### config.mk
export PLATFORM = sky130hd
export DESIGN_NAME = wb_sdram_arb2
export DESIGN_NICKNAME = d
export VERILOG_FILES = /design/src/rtl/wb_sdram_arb2.sv
export SDC_FILE = /design/constraint.sdc
export NUM_CORES = 1
export LEC_CHECK = 0
export BUFFER_PORTS_ARGS = -buffer_cell sky130_fd_sc_hd__buf_2
export CAP_MARGIN = 40
export CORE_AREA = 4 4 119 121
export DETAILED_ROUTE_END_ITERATION = 7
export DIE_AREA = 0 0 123 125
export PLACE_DENSITY = 0.5
export RECOVER_POWER = 25
export SLEW_MARGIN = 20
export SYNTH_ARGS = -nofsm -noshare
export SYNTH_HDL_FRONTEND = slang
export SYNTH_SLANG_ARGS = --single-unit
### constraint.sdc
create_clock -name wb_clk_i -period 2.7 [get_ports wb_clk_i]
set_input_delay 0.135 -clock wb_clk_i [delete_from_list [all_inputs] [get_ports wb_clk_i]]
set_output_delay 0.135 -clock wb_clk_i [all_outputs]
set_load 0.01 [all_outputs]
### src/rtl/wb_sdram_arb2.sv
// Two-master Wishbone arbiter in front of the SDRAM controller's slave port.
// Round-robin grant per cyc_i, gated by SDRAM init, with a stall watchdog that errors hung transfers.
module wb_sdram_arb2 #(
    parameter int DW      = 32,
    parameter int AW      = 26,
    parameter int TO_W    = 8,
    parameter int TIMEOUT = 255
) (
    input  logic              wb_clk_i,
    input  logic              wb_rst_i,
    input  logic              sdr_init_done,

    input  logic              m0_cyc_i,
    input  logic              m0_stb_i,
    input  logic              m0_we_i,
    input  logic [AW-1:0]     m0_addr_i,
    input  logic [DW-1:0]     m0_dat_i,
    input  logic [DW/8-1:0]   m0_sel_i,
    input  logic [2:0]        m0_cti_i,
    output logic [DW-1:0]     m0_dat_o,
    output logic              m0_ack_o,
    output logic              m0_err_o,

    input  logic              m1_cyc_i,
    input  logic              m1_stb_i,
    input  logic              m1_we_i,
    input  logic [AW-1:0]     m1_addr_i,
    input  logic [DW-1:0]     m1_dat_i,
    input  logic [DW/8-1:0]   m1_sel_i,
    input  logic [2:0]        m1_cti_i,
    output logic [DW-1:0]     m1_dat_o,
    output logic              m1_ack_o,
    output logic              m1_err_o,

    output logic              s_cyc_o,
    output logic              s_stb_o,
    output logic              s_we_o,
    output logic [AW-1:0]     s_addr_o,
    output logic [DW-1:0]     s_dat_o,
    output logic [DW/8-1:0]   s_sel_o,
    output logic [2:0]        s_cti_o,
    input  logic [DW-1:0]     s_dat_i,
    input  logic              s_ack_i,

    output logic [1:0]        grant_o
);

    typedef enum logic [1:0] {
        IDLE = 2'd0,
        GNT0 = 2'd1,
        GNT1 = 2'd2
    } state_t;

    localparam logic [TO_W-1:0] WDOG_LAST = TO_W'(TIMEOUT - 1);

    state_t          state_reg, state_next;
    logic            last_gnt_reg, last_gnt_next;
    logic [TO_W-1:0] wdog_reg, wdog_next;

    logic            stb_raw;
    logic            stall;
    logic            timeout;

    always_ff @(posedge wb_clk_i) begin
        if (wb_rst_i) begin
            state_reg    <= IDLE;
            last_gnt_reg <= 1'b1;
            wdog_reg     <= '0;
        end else begin
            state_reg    <= state_next;
            last_gnt_reg <= last_gnt_next;
            wdog_reg     <= wdog_next;
        end
    end

    // Grant selection; a finishing owner hands straight to a waiting peer with no idle gap.
    always_comb begin
        state_next    = state_reg;
        last_gnt_next = last_gnt_reg;
        case (state_reg)
            IDLE: begin
                if (sdr_init_done) begin
                    if (m0_cyc_i && m1_cyc_i)
                        state_next = last_gnt_reg ? GNT0 : GNT1;
                    else if (m0_cyc_i)
                        state_next = GNT0;
                    else if (m1_cyc_i)
                        state_next = GNT1;
                end
            end
            GNT0: begin
                if (!m0_cyc_i) begin
                    last_gnt_next = 1'b0;
                    state_next    = (m1_cyc_i && sdr_init_done) ? GNT1 : IDLE;
                end
            end
            GNT1: begin
                if (!m1_cyc_i) begin
                    last_gnt_next = 1'b1;
                    state_next    = (m0_cyc_i && sdr_init_done) ? GNT0 : IDLE;
                end
            end
            default: state_next = IDLE;
        endcase
    end

    always_comb begin
        s_cyc_o  = 1'b0;
        stb_raw  = 1'b0;
        s_we_o   = 1'b0;
        s_addr_o = '0;
        s_dat_o  = '0;
        s_sel_o  = '0;
        s_cti_o  = 3'b000;
        m0_ack_o = 1'b0;
        m1_ack_o = 1'b0;
        m0_dat_o = '0;
        m1_dat_o = '0;
        case (state_reg)
            GNT0: begin
                s_cyc_o  = m0_cyc_i;
                stb_raw  = m0_stb_i;
                s_we_o   = m0_we_i;
                s_addr_o = m0_addr_i;
                s_dat_o  = m0_dat_i;
                s_sel_o  = m0_sel_i;
                s_cti_o  = m0_cti_i;
                m0_ack_o = s_ack_i;
                m0_dat_o = s_dat_i;
            end
            GNT1: begin
                s_cyc_o  = m1_cyc_i;
                stb_raw  = m1_stb_i;
                s_we_o   = m1_we_i;
                s_addr_o = m1_addr_i;
                s_dat_o  = m1_dat_i;
                s_sel_o  = m1_sel_i;
                s_cti_o  = m1_cti_i;
                m1_ack_o = s_ack_i;
                m1_dat_o = s_dat_i;
            end
            default: ;
        endcase
    end

    // An ack in the same cycle as the timeout wins: the access completed, so no error.
    assign stall    = stb_raw && !s_ack_i;
    assign timeout  = stall && (wdog_reg == WDOG_LAST);
    assign s_stb_o  = stb_raw && !timeout;
    assign m0_err_o = timeout && (state_reg == GNT0);
    assign m1_err_o = timeout && (state_reg == GNT1);

    always_comb begin
        wdog_next = wdog_reg;
        if ((state_next != state_reg) || s_ack_i || timeout)
            wdog_next = '0;
        else if (stall)
            wdog_next = wdog_reg + 1'b1;
    end

    assign grant_o = {state_reg == GNT1, state_reg == GNT0};

endmodule
==> out/metrics.yaml <==
logic_synthesis:
  synthAdderAreaFrac_pct: 3.378
  synth_top_family_by_area: "simple AND/OR/NAND/NOR gates"
  syn_nets: 499
  synth_edf_count: 0
  ys_seq_area_share_pct: 9.910
  synth_area_per_cell_um2: 6.923
  synthCells: 321
  synth-xor-area-share_pct: 2.365
  synth-simple-area-share_pct: 47.18
  synthMuxAreaShare_pct: 0
  ys_types: 44
  synth-compound-area-share_pct: 30.29
  yosysTopAreaCellShare_pct: 22.30
  synth_flop_cell: "dfxtp_1"
  synth_area_leaders: "a22oi_1, and2_1, nor2b_1"
  synth_seq_cells: 11
  synth_area_um2: 2222
  synth_top_area_cell: "a22oi_1"
  postSynth.asyncResetShare_pct: 0
  yosys_warnings: 0
clock_network:
  clk_latency_ps: 240
  clock-root-buffer: "clkbuf_16"
  path_clk_slew_ps: 40
  cts_resized: 0
  cts_buffers: 3
  cts_tree: "done"
  cts.sink_count: 11
  htreeDepth: 1
  post_cts_buffers: 0
  cts_buffer_depth: 2
  cts_hold_buf: 0
critical_path:
  critPathBufInv: 2
  cpPeakStageDelay_ps: 590
  path_cells: "inv_1, ha_1, a22oi_2, nor4_1, buf_4, or4_4, a211oi_2"
  reg2reg_slack_ps: 370
  worst_path_dominant_cell_family: "simple AND/OR/NAND/NOR gates"
  cp-end-kind: "flop"
  cp_max_fo: 8
  cp_slowest_cell: "or4_4"
  arrival_ps: 2490
  required_ps: 2850
  worst_setup_path_start_kind: "flop"
  worstSetupPathType: "flop to flop"
placement:
  dp_hpwl_mm: 10.70
  dp_cells: 780
  routabilityCongestion: 0.9108
  numPortBuffers: 309
detailed_routing:
  wl_per_cell_um: 16.22
  routed-via-count: 3469
  first_pass_iters: 4
  drt-total-wl_mm: 12.72
  drt-initial-drc-count: 155
  drc: 0
  drt-vias-per-instance: 4.425
  drtAntennaViolNets: 0
sta:
  hold_viol_final: 0
  slew_viol_final: 0
  skew_ps: 6.740
  rsz0062_at_grt: "false"
  fin_setup_tns_ps: 0
  period_needed_ps: 2334
  max_slew_margin_pct: 65.15
  post-route-period-util_pct: 86.45
  final-setup-viol-count: 0
  tightest_slew_ps: 522.8
  maxClockFrequency_ghz: 0.4284
grt:
  grt_overflow: 0
  grt_pass1_vias: 3409
  grt_max_degree: 71
  track_usage_pct: 14.68
  grt_antenna_before_repair: 0
  grt_pass1_wl_mm: 18.32
cells_and_area:
  fin_util_pct: 30.21
  syn_to_final_growth_pct: 77.87
  final_common_cell: "buf_2"
  layout.filler_cells: 1447
  largest_reg_flops: 8
  stdcell_count: 784
  most-common-layout-cells: "buf_2, nor2b_1, a22oi_1"
  final_layout_size_suffix_gt1_share_pct: 49.34
  diodes: 0
  fin_nets: 787
floorplan:
  design.die.area_um2: 15380
  die_h_um: 125
  rows: 42
  die_w_um: 123
  design.core.area_um2: 13090
  pin_count: 310
  start_util_pct: 16.98
power:
  clkPwrFrac_pct: 24.0
  p_sw_share_pct: 39.43
  pwr-share-seq_pct: 15.8
  p_sw_uw: 446.1
  p_per_area_nw_per_um2: 286.2
  ir_worst_vdd_uv: 193.4
  p_leak_uw: 0.001998
  power_frac_comb_pct: 60.2
  p_int_uw: 685.2
status:
  outcome: "completed"
min_path:
  hp-class: "primary input to flop"
run:
  drv_cap: 0
-- synthesized netlist by cell type (all sizes together) (2+ instances only) --
library cell	n
nor3	2
a22oi	67
nor2b	67
inv	4
clkbuf	27
nand3	2
a2111o	2
nor3b	2
a211oi	3
ha	6
nand4	3
o21ai	2
a21oi	2
nor2	10
buf	6
and2	68
dfxtp	11
nand2	11
a31oi	2
xor2	5
nand2b	3
-- worst register-to-register path, stage by stage, from the launching register on --
cell and delay (ps):
dfxtp_1 480, inv_1 130, ha_1 310, a22oi_2 260, nor4_1 100, buf_4 150
or4_4 590, a211oi_2 220
-- per-layer routing --
metal	vias up	track usage, %	share of wire [%]
li1	1700	-	-
met1	1597	17.60	40
met2	166	27.57	50
met3	6	2.710	9.1
met4	0	1.824	0.50
met5	-	0	0
-- area by class of cell --
type                       count  area [um2]  area share [%]
clock buffer                   4       78.83           1.994
inverter                       4       15.01          0.3799
multi-input combinational    273        1849           46.79
sequential                    11       220.2           5.571
tap                          176       220.2           5.571
timing repair buffer         316        1569           39.70
-- cell families after synthesis --
kind of cell | Yosys count
flip-flops | 11
adder cells (fa/ha/maj) | 6
XOR/XNOR | 6
buffers and inverters | 37
AO/OA/AOI/OAI | 87
AND/OR/NAND/NOR | 174
-- power groups by stage --
stage          registers (uW)  clock network (uW)  logic [uW]
2_1_floorplan             179                   0         395
3_3_place_gp              182                   0         689
3_5_place_dp              183                   0         697
4_1_cts                   180                 280         700
5_1_grt                   180                 283         753
6_report                  179                 271         681
-- through the flow --
stage	total power, uW	worst slack [ps]	hold WS [ps]	cell area (um2)
6_report	1131	365.9	113.4	3953
5_1_grt	1216	205.9	107.0	3953
4_1_cts	1159	362.1	109.5	4008
3_5_place_dp	879.4	378.5	363.2	3929
3_3_place_gp	871.4	430.3	369.7	3929
2_1_floorplan	573.2	599.4	207.8	2222
-- final timing paths --
check / startpoint / endpoint / cells after the start
setup / recovery: state_reg[0] / wdog_reg[1] / 7
hold / removal: wb_rst_i / state_reg[0] / 2
setup reg to reg: state_reg[0] / wdog_reg[1] / 7
hold reg to reg: wdog_reg[7] / wdog_reg[7] / 2
Note: power is estimated with default switching activity, not from simulation.
